File: src/rtl/cnl_sweep_pkg.sv
// Shared types and constants for the sweep job sequencer: FSM states, config
// select codes, table limits and the job_parameters field layout.
package cnl_sweep_pkg;

  typedef enum logic [2:0] {
    ST_IDLE,
    ST_ISSUE,
    ST_WAIT_CMPL,
    ST_ACK,
    ST_ADVANCE,
    ST_DONE
  } sweep_state_e;

  localparam logic [2:0] CFG_IMG      = 3'd0;
  localparam logic [2:0] CFG_STRD     = 3'd1;
  localparam logic [2:0] CFG_PAD      = 3'd2;
  localparam logic [2:0] CFG_KRNL     = 3'd3;
  localparam logic [2:0] CFG_UPS_MASK = 3'd4;

  // Tables are always built at their maximum depth; index widths match exactly.
  localparam int MAX_IMG    = 8;
  localparam int MAX_STRD   = 4;
  localparam int MAX_PAD    = 4;
  localparam int MAX_KRNL   = 16;
  localparam int IMG_IDX_W  = 3;
  localparam int STRD_IDX_W = 2;
  localparam int PAD_IDX_W  = 2;
  localparam int KRNL_IDX_W = 4;

  localparam int JP_ROWS_LSB   = 0;
  localparam int JP_COLS_LSB   = 16;
  localparam int JP_DEPTH_LSB  = 32;
  localparam int JP_KRNL_LSB   = 48;
  localparam int JP_KSIZE_LSB  = 64;
  localparam int JP_STRIDE_LSB = 68;
  localparam int JP_PAD_LSB    = 72;
  localparam int JP_UPS_BIT    = 76;
  localparam int JP_IDX_LSB    = 80;

  function automatic logic [127:0] pack_job(
    input logic [15:0] rows, cols, depth, kernels,
    input logic [3:0]  ksize, stride, pad,
    input logic        ups,
    input logic [15:0] idx
  );
    logic [127:0] p;
    p = '0;
    p[JP_ROWS_LSB   +: 16] = rows;
    p[JP_COLS_LSB   +: 16] = cols;
    p[JP_DEPTH_LSB  +: 16] = depth;
    p[JP_KRNL_LSB   +: 16] = kernels;
    p[JP_KSIZE_LSB  +: 4]  = ksize;
    p[JP_STRIDE_LSB +: 4]  = stride;
    p[JP_PAD_LSB    +: 4]  = pad;
    p[JP_UPS_BIT]          = ups;
    p[JP_IDX_LSB    +: 16] = idx;
    return p;
  endfunction

endpackage

File: src/rtl/cnl_sweep_counter.sv
// Wrap counter for one sweep dimension; chained through cin/cout to form the
// nested loop. cnt_nxt exposes the post-edge value so callers can precompute.
module cnl_sweep_counter #(
  parameter int DEPTH = 2,
  parameter int W     = 1
) (
  input  logic         clk_if,
  input  logic         rst_n,
  input  logic         clr,
  input  logic         en,
  input  logic         cin,
  output logic [W-1:0] cnt_nxt,
  output logic         cout
);

  localparam logic [W-1:0] LAST = W'(DEPTH - 1);

  logic [W-1:0] cnt_q, cnt_d;
  logic         at_last;

  assign at_last = (cnt_q == LAST);
  assign cout    = cin & at_last;
  assign cnt_nxt = cnt_d;

  // NOTE: default assignment first so every path drives cnt_d and no latch is inferred.
  always_comb begin
    cnt_d = cnt_q;
    if (clr) begin
      cnt_d = '0;
    end else if (en && cin) begin
      cnt_d = at_last ? '0 : cnt_q + W'(1);
    end
  end

  // NOTE: non-blocking assignment so every flop samples pre-edge values.
  always_ff @(posedge clk_if or negedge rst_n) begin
    if (!rst_n) cnt_q <= '0;
    else        cnt_q <= cnt_d;
  end

endmodule

File: src/rtl/cnl_sweep_job_sequencer.sv
// Walks the img/stride/pad/kernel/upsample parameter space and issues one job
// per point over a start/accept, complete/ack handshake.
module cnl_sweep_job_sequencer
  import cnl_sweep_pkg::*;
#(
  parameter int C_NUM_IMG        = 3,
  parameter int C_NUM_STRD       = 2,
  parameter int C_NUM_PAD        = 2,
  parameter int C_NUM_KRNL       = 5,
  parameter int C_MAX_INPUT_COLS = 512,
  parameter int C_DEPTH          = 4,
  parameter int C_KERNEL_SIZE    = 3
) (
  input  logic         clk_if,
  input  logic         rst_n,
  input  logic         cfg_wr_en,
  input  logic [2:0]   cfg_wr_sel,
  input  logic [3:0]   cfg_wr_idx,
  input  logic [15:0]  cfg_wr_data,
  input  logic         sweep_start,
  input  logic         sweep_abort,
  output logic         sweep_busy,
  output logic         sweep_done,
  output logic         job_start,
  input  logic         job_accept,
  output logic [127:0] job_parameters,
  input  logic         job_complete,
  output logic         job_complete_ack,
  output logic [15:0]  test_idx,
  output logic [15:0]  jobs_issued
);

  sweep_state_e state_q, state_d;

  logic [15:0] img_tbl_q  [MAX_IMG];
  logic [15:0] img_tbl_d  [MAX_IMG];
  logic [3:0]  strd_tbl_q [MAX_STRD];
  logic [3:0]  strd_tbl_d [MAX_STRD];
  logic [3:0]  pad_tbl_q  [MAX_PAD];
  logic [3:0]  pad_tbl_d  [MAX_PAD];
  logic [15:0] krnl_tbl_q [MAX_KRNL];
  logic [15:0] krnl_tbl_d [MAX_KRNL];
  logic [1:0]  ups_mask_q, ups_mask_d;

  logic         ups_q, ups_d;
  logic         abort_q, abort_d;
  logic         job_start_q, job_start_d;
  logic         ack_q, ack_d;
  logic         busy_q, busy_d;
  logic         done_q, done_d;
  logic [127:0] job_params_q, job_params_d;
  logic [15:0]  test_idx_q, test_idx_d;
  logic [15:0]  jobs_issued_q, jobs_issued_d;

  logic                  cnt_clr, cnt_en, ups_cout;
  logic                  krnl_cout, pad_cout, strd_cout, img_cout;
  logic [IMG_IDX_W-1:0]  img_nxt;
  logic [STRD_IDX_W-1:0] strd_nxt;
  logic [PAD_IDX_W-1:0]  pad_nxt;
  logic [KRNL_IDX_W-1:0] krnl_nxt;
  logic [15:0]           img_val, rows_val, krnl_val;
  logic [3:0]            strd_val, pad_val;

  assign cnt_clr = (state_q == ST_IDLE) && sweep_start;
  assign cnt_en  = (state_q == ST_ADVANCE);

  // Upsample is the innermost loop: TRUE first, FALSE next, disabled values skipped.
  assign ups_cout = ups_q ? ~ups_mask_q[1] : 1'b1;

  always_comb begin
    ups_d = ups_q;
    if (cnt_clr)     ups_d = ups_mask_q[0];
    else if (cnt_en) ups_d = ups_cout ? ups_mask_q[0] : 1'b0;
  end

  cnl_sweep_counter #(.DEPTH(C_NUM_KRNL), .W(KRNL_IDX_W)) u_krnl_cnt (
    .clk_if(clk_if), .rst_n(rst_n), .clr(cnt_clr), .en(cnt_en),
    .cin(ups_cout), .cnt_nxt(krnl_nxt), .cout(krnl_cout));

  cnl_sweep_counter #(.DEPTH(C_NUM_PAD), .W(PAD_IDX_W)) u_pad_cnt (
    .clk_if(clk_if), .rst_n(rst_n), .clr(cnt_clr), .en(cnt_en),
    .cin(krnl_cout), .cnt_nxt(pad_nxt), .cout(pad_cout));

  cnl_sweep_counter #(.DEPTH(C_NUM_STRD), .W(STRD_IDX_W)) u_strd_cnt (
    .clk_if(clk_if), .rst_n(rst_n), .clr(cnt_clr), .en(cnt_en),
    .cin(pad_cout), .cnt_nxt(strd_nxt), .cout(strd_cout));

  cnl_sweep_counter #(.DEPTH(C_NUM_IMG), .W(IMG_IDX_W)) u_img_cnt (
    .clk_if(clk_if), .rst_n(rst_n), .clr(cnt_clr), .en(cnt_en),
    .cin(strd_cout), .cnt_nxt(img_nxt), .cout(img_cout));

  assign img_val  = img_tbl_q[img_nxt];
  assign strd_val = strd_tbl_q[strd_nxt];
  assign pad_val  = pad_tbl_q[pad_nxt];
  assign krnl_val = krnl_tbl_q[krnl_nxt];
  // Full-width images lose their border when padded by one.
  assign rows_val = (pad_val == 4'd1 && img_val == 16'(C_MAX_INPUT_COLS)) ?
                    img_val - 16'd2 : img_val;

  always_comb begin
    state_d       = state_q;
    img_tbl_d     = img_tbl_q;
    strd_tbl_d    = strd_tbl_q;
    pad_tbl_d     = pad_tbl_q;
    krnl_tbl_d    = krnl_tbl_q;
    ups_mask_d    = ups_mask_q;
    abort_d       = abort_q;
    job_start_d   = 1'b0;
    ack_d         = 1'b0;
    test_idx_d    = test_idx_q;
    jobs_issued_d = jobs_issued_q;
    job_params_d  = job_params_q;

    unique case (state_q)
      ST_IDLE: begin
        abort_d = 1'b0;
        if (cfg_wr_en) begin
          case (cfg_wr_sel)
            CFG_IMG:      if (32'(cfg_wr_idx) < C_NUM_IMG)  img_tbl_d[cfg_wr_idx[2:0]]  = cfg_wr_data;
            CFG_STRD:     if (32'(cfg_wr_idx) < C_NUM_STRD) strd_tbl_d[cfg_wr_idx[1:0]] = cfg_wr_data[3:0];
            CFG_PAD:      if (32'(cfg_wr_idx) < C_NUM_PAD)  pad_tbl_d[cfg_wr_idx[1:0]]  = cfg_wr_data[3:0];
            CFG_KRNL:     if (32'(cfg_wr_idx) < C_NUM_KRNL) krnl_tbl_d[cfg_wr_idx]      = cfg_wr_data;
            CFG_UPS_MASK: ups_mask_d = cfg_wr_data[1:0];
            default: ;
          endcase
        end
        if (sweep_start) begin
          test_idx_d    = '0;
          jobs_issued_d = '0;
          if (ups_mask_q == 2'b00) begin
            state_d = ST_DONE;
          end else begin
            state_d     = ST_ISSUE;
            job_start_d = 1'b1;
          end
        end
      end
      ST_ISSUE: begin
        if (job_accept) begin
          state_d = ST_WAIT_CMPL;
          abort_d = sweep_abort;
        end else if (sweep_abort) begin
          state_d = ST_DONE;
        end else begin
          job_start_d = 1'b1;
        end
      end
      ST_WAIT_CMPL: begin
        if (sweep_abort) abort_d = 1'b1;
        if (job_complete) begin
          state_d = ST_ACK;
          ack_d   = 1'b1;
        end
      end
      ST_ACK: begin
        if (sweep_abort) abort_d = 1'b1;
        jobs_issued_d = jobs_issued_q + 16'd1;
        state_d       = ST_ADVANCE;
      end
      ST_ADVANCE: begin
        if (abort_q || sweep_abort || img_cout) begin
          state_d = ST_DONE;
        end else begin
          state_d     = ST_ISSUE;
          job_start_d = 1'b1;
          test_idx_d  = test_idx_q + 16'd1;
        end
      end
      ST_DONE: begin
        abort_d = 1'b0;
        state_d = ST_IDLE;
      end
      default: state_d = ST_IDLE;
    endcase

    // Parameters are frozen on ISSUE entry and stay stable until the next job.
    if (state_d == ST_ISSUE && state_q != ST_ISSUE) begin
      job_params_d = pack_job(rows_val, rows_val, 16'(C_DEPTH), krnl_val,
                              4'(C_KERNEL_SIZE), strd_val, pad_val, ups_d, test_idx_d);
    end
  end

  assign busy_d = (state_d != ST_IDLE);
  assign done_d = (state_d == ST_DONE);

  // NOTE: the tables are reset too; a reset mid-sweep must leave no stale configuration.
  always_ff @(posedge clk_if or negedge rst_n) begin
    if (!rst_n) begin
      state_q       <= ST_IDLE;
      img_tbl_q     <= '{default: '0};
      strd_tbl_q    <= '{default: '0};
      pad_tbl_q     <= '{default: '0};
      krnl_tbl_q    <= '{default: '0};
      ups_mask_q    <= 2'b11;
      ups_q         <= 1'b0;
      abort_q       <= 1'b0;
      job_start_q   <= 1'b0;
      ack_q         <= 1'b0;
      busy_q        <= 1'b0;
      done_q        <= 1'b0;
      job_params_q  <= '0;
      test_idx_q    <= '0;
      jobs_issued_q <= '0;
    end else begin
      state_q       <= state_d;
      img_tbl_q     <= img_tbl_d;
      strd_tbl_q    <= strd_tbl_d;
      pad_tbl_q     <= pad_tbl_d;
      krnl_tbl_q    <= krnl_tbl_d;
      ups_mask_q    <= ups_mask_d;
      ups_q         <= ups_d;
      abort_q       <= abort_d;
      job_start_q   <= job_start_d;
      ack_q         <= ack_d;
      busy_q        <= busy_d;
      done_q        <= done_d;
      job_params_q  <= job_params_d;
      test_idx_q    <= test_idx_d;
      jobs_issued_q <= jobs_issued_d;
    end
  end

  assign job_start        = job_start_q;
  assign job_complete_ack = ack_q;
  assign sweep_busy       = busy_q;
  assign sweep_done       = done_q;
  assign job_parameters   = job_params_q;
  assign test_idx         = test_idx_q;
  assign jobs_issued      = jobs_issued_q;

endmodule

File: config.mk
export PLATFORM = sky130hd
export DESIGN_NAME = cnl_sweep_job_sequencer
export DESIGN_NICKNAME = d
export VERILOG_FILES = /design/src/rtl/cnl_sweep_pkg.sv /design/src/rtl/cnl_sweep_counter.sv /design/src/rtl/cnl_sweep_job_sequencer.sv
export SDC_FILE = /design/constraint.sdc
export NUM_CORES = 1
export LEC_CHECK = 0
export BUFFER_PORTS_ARGS = -buffer_cell sky130_fd_sc_hd__buf_2
export CAP_MARGIN = 20
export CORE_UTILIZATION = 54
export DETAILED_ROUTE_END_ITERATION = 7
export PLACE_DENSITY_LB_ADDON = 0.05
export SYNTH_ARGS = -nofsm -noshare
export SYNTH_HDL_FRONTEND = slang
export SYNTH_SLANG_ARGS = --single-unit
File: constraint.sdc
create_clock -name clk_if -period 3.2 [get_ports clk_if]
set_input_delay 0 -clock clk_if [delete_from_list [all_inputs] [get_ports clk_if]]
set_output_delay 0 -clock clk_if [all_outputs]
set_load 0.005 [all_outputs]
# Word-level counts from Yosys, hierarchy flattened
# Cells that the tools add are included.
[word_totals] elab_cells=189 register_bits=546 in_bits=30 output_inout_bits=164
[classes] n_bitwise=12 n_mux=62 addsub=7 n_reduce_logical=27 n_eq_ne=21 n_lt_le_gt_ge=13
[op_table] op="256-bit bitwise mux" count=1
[op_table] op="16-bit 2-to-1 mux" count=10
[op_table] op="128-bit bitwise mux" count=1
[op_table] op="16-bit binary-select mux with 4-bit select" count=1
[op_table] op="16-bit demux with 4-bit select" count=1
[op_table] op="16-bit one-hot mux with 2 select lines" count=2
[op_table] op="16-bit binary-select mux with 3-bit select" count=1
[op_table] op="16-bit demux with 3-bit select" count=1
[op_table] op="16-bit by 1-bit adder with 16-bit output, second input constant" count=2
[op_table] op="16-bit bitwise mux" count=2
[op_table] op="4-bit 2-to-1 mux" count=8
[op_table] op="3-bit 2-to-1 mux" count=9
[op_table] op="4-bit binary-select mux with 2-bit select" count=2
[op_table] op="16-bit by 10-bit == test with 1-bit output, second input constant" count=1
[op_table] op="4-bit AND reduction" count=4
[op_table] op="16-bit by 2-bit subtractor with 16-bit output, second input constant" count=1
[op_table] op="3-bit by 2-bit == test with 1-bit output, second input constant" count=5
[op_table] op="3-bit one-hot mux with 5 select lines" count=1
[op_table] op="1-bit 2-to-1 mux" count=13
[op_table] op="3-bit == test, second input constant" count=4
[op_table] op="2-bit 2-to-1 mux" count=6
[op_table] op="5-bit greater-or-equal comparator, second input constant" count=2
[op_table] op="1-bit logical AND" count=10
[op_table] op="4-bit NOT with 5-bit output" count=2
[op_table] op="other kinds (31)" count=52

# Depth between registers and ports, before layout
[depth] word_depth=15 depth_mapped=15 depth_no_buf=12

# Hierarchy
# A second synthesis with hierarchy kept.
[hier_totals] hier_cells=1582 hier_area_um2=21951.1
[modules_own_cells] mod="cnl_sweep_job_sequencer" cells_per_inst=1524 n_inst=1 area_per_inst_um2=21360.5 seq_area_each_um2=12939.9
[modules_own_cells] mod="cnl_sweep_counter (u_krnl_cnt)" cells_per_inst=26 n_inst=1 area_per_inst_um2=237.7 seq_area_each_um2=100.1
[modules_own_cells] mod="cnl_sweep_counter (u_pad_cnt ...)" cells_per_inst=8 n_inst=2 area_per_inst_um2=96.3 seq_area_each_um2=50.0
[modules_own_cells] mod="cnl_sweep_counter (u_img_cnt)" cells_per_inst=16 n_inst=1 area_per_inst_um2=160.2 seq_area_each_um2=75.1

# Worst setup path after synthesis
# OpenSTA, ideal clock, no wires.
[synth_timing] path_type="flip-flop to flip-flop" start="reg u_krnl_cnt.cnt_q[0]" end="reg job_params_q[25] (netlist: job_parameters[25])" path_slack_ns=-0.046 setup_time_ns=0.124 n_path_buf=2 period_less_slack_ns=3.246 required_time_ns=3.076 stages_incl_launch_ff=15 t_arrival_ns=3.122 cell_sequence="dfrtp_1 inv_1 ha_1 nand3b_1 nor4_4 mux2i_1 inv_2 buf_6 o31ai_1 o22a_1 nand4_1 nand3b_1 or4_1 buf_2 o31a_1"
[synth_via] elab_chain_len=14 word_cells_on_any_way=29 classes_between="add/sub: 1; eq/ne: 4; mux: 13; bitwise: 6; reduce/logical: 5"
[synth_rtl] element="from (decl)" line_no="cnl_sweep_counter.sv:18" source="logic [W-1:0] cnt_q, cnt_d;"
[synth_rtl] element="from (signal assigned)" line_no="cnl_sweep_counter.sv:38" source="else cnt_q <= cnt_d;"
[synth_rtl] element="4-bit by 3-bit == test with 1-bit output (*)" line_no="cnl_sweep_counter.sv:21" source="assign at_last = (cnt_q == LAST);"
[synth_rtl] element="1-bit AND (*)" line_no="cnl_sweep_counter.sv:22" source="assign cout = cin & at_last;"
[synth_rtl] element="branches (longest 12 deep; another with 16-bit by 2-bit subtractor with 16-bit output)"
[synth_rtl] element="to (signal assigned)" line_no="cnl_sweep_job_sequencer.sv:217" source="job_params_q <= job_params_d;"
[synth_rtl] element="to (decl)" line_no="cnl_sweep_job_sequencer.sv:51" source="logic [127:0] job_params_q, job_params_d;"
# Every way passes the cells marked *. The select of a mux whose other input is x is not followed.
# A chain may end at the register's enable or synchronous reset.

# Worst setup path after layout
[layout_timing] start="reg u_krnl_cnt.cnt_q[0]" end="reg job_params_q[23] (netlist: job_parameters[23])"
# Same word-level chain as after synthesis.

==> out/qor.yml <==
run_status: "finished with violations"
violations: "design-rule violations, negative setup slack"
finalInstanceArea_um2: 25900
route.vias.total: 14800
synth_cells: 2201
clock_tree.buffer_depth: 3
setup_violations: 9
vias_in_the_first_global_route: 14600
detailed_place.area_um2: 23400
worstMarginPinSlew_ns: 0.870
area_of_the_die_um2: 42700
cts.reportedPaths.clkPinSlew_ns: 0.06
critical_path_arrival_ns: 3.79
maxSlewHeadroom: 0.420
syn_area_per_cell_um2: 10.3
layout.cells.most_common_list: "sky130_fd_sc_hd__dfrtp_1 (526), sky130_fd_sc_hd__nand2_1 (424), sky130_fd_sc_hd__mux2_2 (154)"
place_hpwl_mm: 33.5
layout_commonest_cell: "sky130_fd_sc_hd__dfrtp_1"
synth_enable_flop_cells: 0
ys_ff_latch: 528
tritoncts: "built"
kind_of_launch_point_of_the_worst_setup_path: "register"
tritoncts.num_buffers: 54
io_pins: 194
setup_slack_ns: -0.0807
detail_route.vias_per_cell: 5.44
synthesis.yosys.warnings: 0
finalClockSkew_ns: 0.0265
die_x_um: 207
start_util: 0.551
tritoncts_num_sinks: 528
ir_drop_mv: 0.531
grt_antenna_before_repair: 4
power_leakage_nw: 12.5
final.period_utilization: 1.03
ys_dominant_reg_cell: "sky130_fd_sc_hd__dfrtp_1"
fraction_of_registers_with_async_set_or_reset_after_synthesis: 1.00
detail_route.wl_per_cell_um: 18.9
die_height_um: 207
layout_min_cycle_time_ns: 3.28
fin_util: 0.630
grt_pass1_wl_mm: 81.5
core_region_um2: 41100
final_nets: 2187
power-per-cell-area_nw_per_um2: 723
ant_nets: 0
global_route.usage.total: 0.246
drtPass1Iterations: 8
clk_root_buffer_cell: "sky130_fd_sc_hd__clkbuf_16"
timing.final.hold_violations: 0
port-buffer-count: 141
synth.lib_cells_used.distinct: 70
rsz_0062_raised_after_global_routing: "true"
critPathMaxFanout: 6
remaining_drc_errors: 9
syn_area_um2: 22600
finalWirelength_mm: 51.7
final_layout_size_suffix_gt1_frac: 0.256
insertion_delay_ns: 0.61
htreeDepth: 2
finalWeightedCongestion: 0.835
drv_slew: 0
pre_cts_ws_ns: -0.172
worst_setup_path_end_kind: "register"
core.rowCount: 74
cp_required_ns: 3.71
grt_overflow: 0
syn_to_final_growth_pct: 14.4
criticalPathCategory: "register to register"
drt_iter0_drc: 991
maxCapViolCount: 0
timing.fmax_ghz: 0.305
worst_hold_check_path_type: "input pin to async pin"
grt_start_max_net_pins: 94
synth_sequential_area_ratio: 0.584
==> final cells by class <==
cell class | instances | area, µm²
Fill cell | 3355 | 15200
Sequential cell | 528 | 13200
Multi-Input combinational cell | 1250 | 7760
Timing Repair Buffer | 301 | 2420
Clock buffer | 86 | 1590
Tap cell | 532 | 666
Clock inverter | 11 | 159
Inverter | 16 | 67.6
Timing Repair inverter | 1 | 11.3
Antenna cell | 2 | 5.00
==> critical path, stage by stage, from the launching register on <==
cell and delay (ns):
sky130_fd_sc_hd__dfrtp_1 0.39, sky130_fd_sc_hd__inv_2 0.09, sky130_fd_sc_hd__ha_4 0.13, sky130_fd_sc_hd__nand3b_1 0.11
sky130_fd_sc_hd__buf_6 0.15, sky130_fd_sc_hd__nor4_4 0.24, sky130_fd_sc_hd__mux2i_4 0.38, sky130_fd_sc_hd__clkinv_4 0.13
sky130_fd_sc_hd__or3_4 0.34, sky130_fd_sc_hd__o311ai_2 0.08, sky130_fd_sc_hd__nand4_1 0.18, sky130_fd_sc_hd__nand3b_1 0.21
sky130_fd_sc_hd__or4_4 0.44, sky130_fd_sc_hd__buf_6 0.15, sky130_fd_sc_hd__o31ai_2 0.17
==> state kept, by name, indices dropped and copies added, names as in the netlist, 2 cells and up <==
signal            count
u_strd_cnt.cnt_q      2
test_idx             16
u_krnl_cnt.cnt_q      4
ups_mask_q            2
u_img_cnt.cnt_q       3
u_pad_cnt.cnt_q       2
jobs_issued          16
state_q               3
img_tbl_q           128
job_parameters       58
krnl_tbl_q          256
pad_tbl_q            16
strd_tbl_q           16
==> per-layer routing <==
| metal | global-route usage | routed length, µm |
|---|---|---|
| met5 | 0 | 18 |
| met4 | 0.0769 | 1220 |
| met3 | 0.0378 | 2250 |
| met2 | 0.365 | 23300 |
| met1 | 0.371 | 24900 |
==> per-stage QoR <==
stage | power (W) | hold slack (ns) | instances | setup TNS [ns]
after global placement | 0.0124 | 0.110 | 2583 | -0.430
after floorplan | 0.0104 | -0.296 | 2252 | -0.00510
after global routing | 0.0197 | 0.0597 | 2727 | -1.84
final | 0.0187 | 0.0242 | 2727 | -0.412
after CTS | 0.0188 | 0.0213 | 2714 | -0.240
after detailed placement | 0.0124 | 0.106 | 2583 | -0.973
==> path summary, 6_finish.rpt <==
path	endpoint	slack, ns	start	cells past startpoint
setup / recovery	job_parameters[23]	-0.08	u_krnl_cnt.cnt_q[0]	14
hold / removal	jobs_issued[7]	0.02	rst_n	2
setup reg to reg	job_parameters[23]	-0.08	u_krnl_cnt.cnt_q[0]	14
hold reg to reg	strd_tbl_q[2]	0.37	strd_tbl_q[2]	0
max in group asynchronous	job_parameters[30]	2.06	rst_n	4
min in group clk_if	strd_tbl_q[10]	0.04	cfg_wr_idx[0]	3
==> logic make-up after synthesis <==
logic type      Yosys count  synth area share
xor+xnor                  4           0.00188
fa+ha+maj                 5           0.00276
buf+inv                 474            0.0929
simple gates            785             0.158
other cells               1          0.000166
mux                     192            0.0934
compound gates          212            0.0670
flops                   528             0.584
==> power breakdown <==
part | internal (W) | switching [W]
Combinational | 0.00192 | 0.00307
Sequential | 0.00718 | 0.000349
Clock | 0.00364 | 0.00257
==> cell usage after synthesis, types with 7 or more instances <==
cell / n / area share
sky130_fd_sc_hd__inv_1: 14 / 0.0023
sky130_fd_sc_hd__a21oi_1: 15 / 0.0033
sky130_fd_sc_hd__a32oi_1: 11 / 0.0043
sky130_fd_sc_hd__nand4_1: 21 / 0.0058
sky130_fd_sc_hd__buf_1: 13 / 0.0022
sky130_fd_sc_hd__nand3b_1: 8 / 0.0027
sky130_fd_sc_hd__o31ai_1: 24 / 0.0080
sky130_fd_sc_hd__dfrtp_1: 526 / 0.58
sky130_fd_sc_hd__nor3_1: 17 / 0.0038
sky130_fd_sc_hd__mux2i_1: 38 / 0.017
sky130_fd_sc_hd__nor2_1: 90 / 0.015
sky130_fd_sc_hd__o21ai_0: 54 / 0.012
sky130_fd_sc_hd__buf_4: 74 / 0.025
sky130_fd_sc_hd__mux2_2: 154 / 0.077
sky130_fd_sc_hd__and3_1: 36 / 0.0099
sky130_fd_sc_hd__clkbuf_1: 359 / 0.060
sky130_fd_sc_hd__a311oi_1: 64 / 0.025
sky130_fd_sc_hd__a31oi_1: 12 / 0.0033
sky130_fd_sc_hd__nand2_1: 427 / 0.071
sky130_fd_sc_hd__nand3_1: 125 / 0.028
sky130_fd_sc_hd__buf_2: 7 / 0.0015
==> what timing repair did <==
item,in CTS,in global routing
endpoints found under the hold margin,327,0
buffers inserted,5,7
hold buffers,28,0
endpoints found under the setup margin,10,22
cloned,1,4
pin swaps,7,3
gates resized for setup,16,41
Power figures use the tool's default switching activity.
